File: config.mk
export PLATFORM = sky130hd
export DESIGN_NAME = pc_sequencer
export DESIGN_NICKNAME = d
export VERILOG_FILES = /design/src/rtl/pc_sequencer.sv
export SDC_FILE = /design/constraint.sdc
export NUM_CORES = 1
export LEC_CHECK = 0
export ABC_AREA = 1
export CAP_MARGIN = 20
export CORE_UTILIZATION = 55
export DETAILED_ROUTE_END_ITERATION = 6
export PLACE_DENSITY = 0.88
export SYNTH_ARGS = -nofsm -noshare
export SYNTH_HDL_FRONTEND = slang
export SYNTH_SLANG_ARGS = --single-unit
File: constraint.sdc
create_clock -name clk -period 3.66 [get_ports clk]
set_input_delay 0.549 -clock clk [delete_from_list [all_inputs] [get_ports clk]]
set_output_delay 0.549 -clock clk [all_outputs]
set_load 0.01 [all_outputs]
File: src/rtl/pc_sequencer.sv
// Fetch-stage program counter: sequential step, stall hold with pending-redirect capture,
// branch/jump redirect, circular return-address stack for call/return, and a terminal HALT state.
module pc_sequencer #(
    parameter int              WIDTH        = 16,
    parameter int              STEP         = 2,
    parameter logic [WIDTH-1:0] RESET_VECTOR = '0,
    parameter int              RAS_DEPTH    = 4
) (
    input  logic             clk,
    input  logic             rst,
    input  logic             stall,
    input  logic             redirect_valid,
    input  logic [WIDTH-1:0] redirect_target,
    input  logic             is_call,
    input  logic             is_ret,
    input  logic             halt_req,
    output logic [WIDTH-1:0] pc_cur,
    output logic [WIDTH-1:0] pc_inc,
    output logic             halted,
    output logic             ras_overflow,
    output logic             ras_underflow
);

    localparam int PTR_W = $clog2(RAS_DEPTH);
    localparam int CNT_W = PTR_W + 1;
    localparam logic [CNT_W-1:0] RAS_FULL = CNT_W'(RAS_DEPTH);

    typedef enum logic {
        RUN  = 1'b0,
        HALT = 1'b1
    } state_t;

    // Modulo-2^WIDTH step; the carry out of the adder is intentionally dropped.
    function automatic logic [WIDTH-1:0] step_pc(input logic [WIDTH-1:0] pc);
        return pc + WIDTH'(STEP);
    endfunction

    state_t           state_q;
    state_t           state_d;

    logic [WIDTH-1:0] pc_q;
    logic [WIDTH-1:0] pc_d;

    logic             pend_valid_q;
    logic             pend_valid_d;
    logic [WIDTH-1:0] pend_target_q;
    logic [WIDTH-1:0] pend_target_d;

    logic [WIDTH-1:0] ras_mem [RAS_DEPTH];
    logic [PTR_W-1:0] ras_ptr_q;
    logic [CNT_W-1:0] ras_cnt_q;
    logic [WIDTH-1:0] ras_top;
    logic             ras_full;
    logic             ras_empty;
    logic             push;
    logic             pop;

    logic             ovf_q;
    logic             ovf_d;
    logic             unf_q;
    logic             unf_d;

    assign pc_inc        = step_pc(pc_q);
    assign pc_cur        = pc_q;
    assign ras_overflow  = ovf_q;
    assign ras_underflow = unf_q;

    // ras_ptr_q is the next free slot, so the top of stack sits one below it.
    assign ras_top   = ras_mem[ras_ptr_q - PTR_W'(1)];
    assign ras_full  = (ras_cnt_q == RAS_FULL);
    assign ras_empty = (ras_cnt_q == '0);

    always_ff @(posedge clk or posedge rst) begin
        if (rst) begin
            state_q <= RUN;
        end else begin
            state_q <= state_d;
        end
    end

    // HALT only entered on an unstalled edge, and is left solely through reset.
    always_comb begin
        state_d = state_q;
        if (state_q == RUN && !stall && halt_req) begin
            state_d = HALT;
        end
    end

    always_comb begin
        halted = (state_q == HALT);
    end

    always_comb begin
        pc_d          = pc_q;
        pend_valid_d  = pend_valid_q;
        pend_target_d = pend_target_q;
        push          = 1'b0;
        pop           = 1'b0;
        ovf_d         = 1'b0;
        unf_d         = 1'b0;
        if (state_q == RUN) begin
            if (stall) begin
                // A redirect arriving during a stall is parked; the latest one wins.
                if (redirect_valid) begin
                    pend_valid_d  = 1'b1;
                    pend_target_d = redirect_target;
                end
            end else if (halt_req) begin
                pc_d = pc_q;
            end else if (pend_valid_q) begin
                pc_d         = pend_target_q;
                pend_valid_d = 1'b0;
            end else if (redirect_valid) begin
                pc_d  = redirect_target;
                push  = is_call;
                ovf_d = is_call && ras_full;
            end else if (is_ret) begin
                if (ras_empty) begin
                    pc_d  = pc_inc;
                    unf_d = 1'b1;
                end else begin
                    pc_d = ras_top;
                    pop  = 1'b1;
                end
            end else begin
                pc_d = pc_inc;
            end
        end
    end

    always_ff @(posedge clk or posedge rst) begin
        if (rst) begin
            pc_q         <= RESET_VECTOR;
            pend_valid_q <= 1'b0;
            ovf_q        <= 1'b0;
            unf_q        <= 1'b0;
        end else begin
            pc_q         <= pc_d;
            pend_valid_q <= pend_valid_d;
            ovf_q        <= ovf_d;
            unf_q        <= unf_d;
        end
    end

    always_ff @(posedge clk) begin
        pend_target_q <= pend_target_d;
    end

    // Full stack wraps onto the oldest entry; count saturates at the depth.
    always_ff @(posedge clk or posedge rst) begin
        if (rst) begin
            ras_ptr_q <= '0;
            ras_cnt_q <= '0;
        end else if (push) begin
            ras_ptr_q <= ras_ptr_q + PTR_W'(1);
            if (!ras_full) begin
                ras_cnt_q <= ras_cnt_q + CNT_W'(1);
            end
        end else if (pop) begin
            ras_ptr_q <= ras_ptr_q - PTR_W'(1);
            ras_cnt_q <= ras_cnt_q - CNT_W'(1);
        end
    end

    always_ff @(posedge clk) begin
        if (push) begin
            ras_mem[ras_ptr_q] <= pc_inc;
        end
    end

endmodule

# Yosys cells after proc, flatten, opt, wreduce, memory -nomap -nowiden
# Memories as Yosys holds them, arrays and structs flattened.
# Index checks and enable logic that the tools add are counted.
word_totals:
  reg_bits: 41
  latchBits: 0
  ramBits: 64
  mem_bits_ro: 0
  inputBits: 23
  memories: 1
classes:
  n_addsub: 5
  multipliers: 0
  div_mod_pow: 0
  magnitude_cmp: 0
  eq_ne: 4
  shifts: 0
  n_mux: 38
  n_bitwise: 3
  reduce_logical: 10
memory_table:
  columns: ["name", "words", "word_bits", "rd", "rd_ports_with_merged_regs", "write_ports", "line", "source"]
  rows:
  - ["ras_mem", 4, 16, 1, 0, 1, "49", "logic [WIDTH-1:0] ras_mem [RAS_DEPTH];"]
ops:
  columns: ["op", "count"]
  rows:
  - ["two-way mux 16 bit", 4]
  - ["two-way mux 1 bit", 29]
  - ["adder 16 x 2 -> 16 bit, second input constant", 1]
  - ["two-way mux 3 bit", 3]
  - ["AND reduction 3 bit", 3]
  - ["two-way mux 2 bit", 2]
  - ["!= test 2 bit, second input constant", 2]
  - ["adder 3 x 1 -> 3 bit, second input constant", 1]
  - ["equality test 3 bit, second input constant", 1]
  - ["logical AND 1 bit", 3]
  - ["logical NOT 3 bit", 1]
  - ["inverter 1 bit", 3]
  - ["subtractor 3 x 1 -> 3 bit, second input constant", 1]
  - ["adder 2 x 1 -> 2 bit, second input constant", 1]
  - ["!= test 2 x 1 -> 1 bit, second input constant", 1]
  - ["AND reduction 2 bit", 1]
  - ["nonzero test 2 bit", 1]
  - ["subtractor 2 x 1 -> 2 bit, second input constant", 1]
  - ["logical NOT 1 bit", 1]

# Longest topological paths before layout
logic_depth:
  word_depth: 10
  mapped_depth: 12

# Worst setup path before layout
# Ideal clock, no wire load.
synth_path:
  path_kind: "in2reg"
  startpoint: "in stall"
  endpoint: "reg pend_target_q[0], enable pin"
  setup_ps: 412
  arrival_ps: 1831
  t_required_ps: 3248
  setup_slack_ps: 1417
  path_stages: 2
  path_buffers: 0
  cell_sequence: "inv_1 > nor3_1"
synth_via:
  elab_chain_cells: 1
synth_lines:
  columns: ["item", "line", "source"]
  rows:
  - ["start, declared", "11", "input logic stall,"]
  - ["AND reduction 3 bit (no source line)", null, null]
  - ["end signal, assigned", "146", "pend_target_q <= pend_target_d;"]
  - ["end, declared", "46", "logic [WIDTH-1:0] pend_target_q;"]
# Every way passes these cells.
# A chain may end at the register's enable or synchronous reset.

# Worst setup path in the final report
layout_path:
  startpoint: "reg pc_q[1] (netlist: pc_cur[1])"
  endpoint: "out pc_inc[7]"
layout_via:
  elab_chain_cells: 1
layout_lines:
  columns: ["item", "line", "source"]
  rows:
  - ["start, declared", "41", "logic [WIDTH-1:0] pc_q;"]
  - ["start signal, assigned", "138", "pc_q <= pc_d;"]
  - ["adder 16 x 2 -> 16 bit", "35", "return pc + WIDTH'(STEP);"]
  - ["end, declared", "18", "output logic [WIDTH-1:0] pc_inc,"]
# Every way passes these cells.

==> flow_summary_export.csv <==
group,metric,value,unit
grt,track_usage,25.0,%
cts,cts_setup_buffers,0,
sta,fmax,0.327,GHz
grt,grt_pass1_wl,18100,µm
grt,overflow,0,
power_and_ir_drop,p_int,0.00175,W
synthesis,yosysSeqAreaShare,61.3,%
place,post-place-cells,644,
critical_path,cpMaxStageDelayCell,"clkdlybuf4s50_1",
grt,antenna_found_initial,0,
power_and_ir_drop,peakVddDrop,313,µV
grt,grt_max_degree,36,
layout,seq_area,0.00303,mm²
sta,finalHoldViolCount,0,
synthesis,synthesis.area,0.00494,mm²
floorplanning,io_pins,58,
layout,drive_above_1_share,9.40,%
detailed_routing,route.met2.wl,5650,µm
synthesis,ys_types,37,
grt,grt_pass1_vias,3586,
critical_path,cp_cell_sequence,"ha_1 > nand2_1 > nor2_4 > xor2_1 > clkdlybuf4s50_1",
floorplanning,initial_core_util,56.7,%
synthesis,ys_ff_latch,105,
worst_hold_path,hold_class,"in -> async",
cts,cts_tree,"yes",
cts,cts.sinks,105,
layout,diodes,0,
floorplanning,rows,34,
sta,min_period,3.06,ns
layout,finalNonFillerCells,661,
place,dp.final_hpwl,7910,µm
cts,cts-root-buf,"clkbuf_8",
sta,fin_worst_skew,0.00734,ns
synthesis,synth_edf_count,80,
detailed_routing,drt-met1-wl,4370,µm
layout,area_delta_synth_final,18.8,%
detailed_routing,drtIter0Drc,302,
layout,multi_input_area,0.00162,mm²
critical_path,critPathMaxStageDelay,0.64,ns
place,gp_congestion,0.973,
cts,cts_buffer_depth,2,
detailed_routing,vias_per_cell,5.68,
power_and_ir_drop,p_leak,2.43,nW
detailed_routing,wl_met3,921,µm
sta,finalSetupViolCount,0,
sta,grt_setup_unrepaired,"no",
synthesis,synth_nets,515,
synthesis,synth_ff_type,"edfxtp_1",
critical_path,critPathArrivalTime,2.51,ns
power_and_ir_drop,combPwrFrac,7.2,%
detailed_routing,drc,0,
power_and_ir_drop,power_switching,0.000490,W
floorplanning,die_h,96.8,µm
synthesis,async_reset_ff_share,23.8,%
floorplanning,fp.coreArea,0.00872,mm²
power_and_ir_drop,p_total,0.00224,W
layout,final_common_cell,"nand2_1",
synthesis,syn_area_per_cell,10.2,µm²
layout,utilization,67.3,%
detailed_routing,via_count,3753,
detailed_routing,highest_layer,"met4",
power_and_ir_drop,p_seq_share,58.5,%
layout,finalNetCount,577,
cts,hold_buffers,0,
sta,finalCritPeriodShare,83.7,%
sta,finalMaxSlewViolations,0,
cts,cts.clk_slew.worst_paths,0.10,ns
cts,htreeDepth,3,
critical_path,critPathLaunchType,"register",
floorplanning,dieArea,0.00937,mm²
critical_path,cp-end-kind,"primary output",
cts,cts_resized,0,
cts,cts_buffers,9,
sta,worst_pin_slew,0.776,ns
layout,final_cell_mix,"nand2_1, edfxtp_1, nor2_1, clkdlybuf4s50_1, inv_1",
detailed_routing,postRouteWirelength,11300,µm
synthesis,synthCells,486,
critical_path,worstPathMaxFanout,7,
sta,timing.slew.headroom,48.1,%
floorplanning,die_x,96.8,µm
detailed_routing,wl_per_cell,17.0,µm
critical_path,required,3.11,ns
run,maxCapViolCount,0,
place,numPortBuffers,57,
synthesis,synth_warnings,0,
cts,clock_latency,0.37,ns
status,status,"finished clean",
layout,num-fill-cells,590,
detailed_routing,ant_nets,0,
power_and_ir_drop,sw_frac_of_total,21.9,%
power_and_ir_drop,power_density,381,mW/mm²
critical_path,path_class,"reg -> out",
detailed_routing,drtPass1Iterations,7,
sta,tns,0,ns
power_and_ir_drop,pwr-share-clk,34.4,%
## final timing paths
| check | startpoint | to | slack, ns | cells past startpoint |
|---|---|---|---|---|
| setup / recovery | pc_cur[1]$_DFFE_PP0P_ | pc_inc[7] | 0.60 | 5 |
| hold / removal | rst | halted$_DFFE_PP0P_ | 0.38 | 2 |
| setup reg to reg | ras_ptr_q[0]$_DFFE_PP0P_ | pc_cur[7]$_DFFE_PP0P_ | 0.93 | 10 |
| hold reg to reg | ras_cnt_q[2]$_DFFE_PP0P_ | ras_cnt_q[2]$_DFFE_PP0P_ | 0.52 | 2 |
| max in group asynchronous | rst | pc_cur[12]$_DFFE_PP0P_ | 2.90 | 3 |
| min in group clk | ras_cnt_q[2]$_DFFE_PP0P_ | ras_cnt_q[2]$_DFFE_PP0P_ | 0.52 | 2 |
## metal layers
layer / global-route usage, % / up-vias
met5: 0 / -
met4: 11.1 / 0
met3: 6.65 / 30
met2: 39.8 / 212
met1: 32.2 / 1766
li1: - / 1745
## power by group through the flow
stage | clock network (W) | registers (W) | logic, W
6_report | 0.000769 | 0.00131 | 0.000161
2_1_floorplan | 0 | 0.00133 | 0.0000713
3_3_place_gp | 0 | 0.00133 | 0.000150
4_1_cts | 0.000774 | 0.00131 | 0.000157
5_1_grt | 0.000819 | 0.00131 | 0.000173
3_5_place_dp | 0 | 0.00133 | 0.000155
## worst max-delay path, delay by kind of cell, from the launching register on
kind / cells / cell delay, ns
XOR/XNOR: 1 / 0.49
adder cells (fa/ha/maj): 1 / 0.22
buffers and inverters: 1 / 0.64
flip-flops: 1 / 0.45
AND/OR/NAND/NOR: 2 / 0.34
## layout make-up
type | count | share of cell area, %
Timing Repair Buffer | 67 | 11.3
Tap cell | 108 | 2.30
Inverter | 54 | 3.45
Multi-Input combinational cell | 311 | 27.7
Clock inverter | 7 | 1.58
Clock buffer | 9 | 2.11
Sequential cell | 105 | 51.6
## flip-flops by register name, indices dropped and copies added, names as in the netlist
signal	cells
ras_ptr_q	2
ras_cnt_q	3
pend_valid_q	1
pc_cur	16
ras_mem	64
ras_overflow	1
pend_target_q	16
ras_underflow	1
halted	1
## cell families (layout without fill, tap and decap cells)
family	after synthesis	after routing	synth area share, %
AND/OR/NAND/NOR	230	230	21.7
flip-flops	105	105	61.3
buffers and inverters	70	137	6.00
AO/OA/AOI/OAI	64	64	7.29
XOR/XNOR	11	11	2.25
adder cells (fa/ha/maj)	6	6	1.52
## per-stage QoR
step                      hold slack [ns]  area [µm²]  worst slack (ns)
after global placement              0.482        5630              1.05
after floorplan                     0.462        4940              1.42
after CTS                           0.507        5840             0.607
final                               0.381        5870             0.598
after global routing                0.384        5870             0.434
after detailed placement            0.485        5630             0.934
## cell usage after synthesis, types with 2 or more instances
cell type / instances / area [µm²]
nand2_1: 109 / 409
nand4_1: 5 / 31.3
buf_4: 3 / 22.5
nand3_2: 2 / 20.0
o211ai_1: 2 / 15.0
buf_2: 12 / 60.1
edfxtp_1: 80 / 2400
nor2_2: 2 / 12.5
xor2_1: 8 / 70.1
xnor2_2: 2 / 32.5
inv_2: 5 / 18.8
nor3_1: 2 / 10.0
o22ai_1: 2 / 12.5
nor2_4: 4 / 45.0
a31oi_1: 2 / 12.5
nand3_1: 30 / 150
o21ai_0: 30 / 150
nand2_2: 3 / 18.8
dfrtp_1: 25 / 626
nand2_4: 3 / 33.8
ha_1: 6 / 75.1
a21oi_1: 18 / 90.1
nor2_8: 3 / 60.1
inv_1: 48 / 180
nor2_1: 64 / 240
a221oi_1: 5 / 43.8
(Power assumes the default switching activity.)
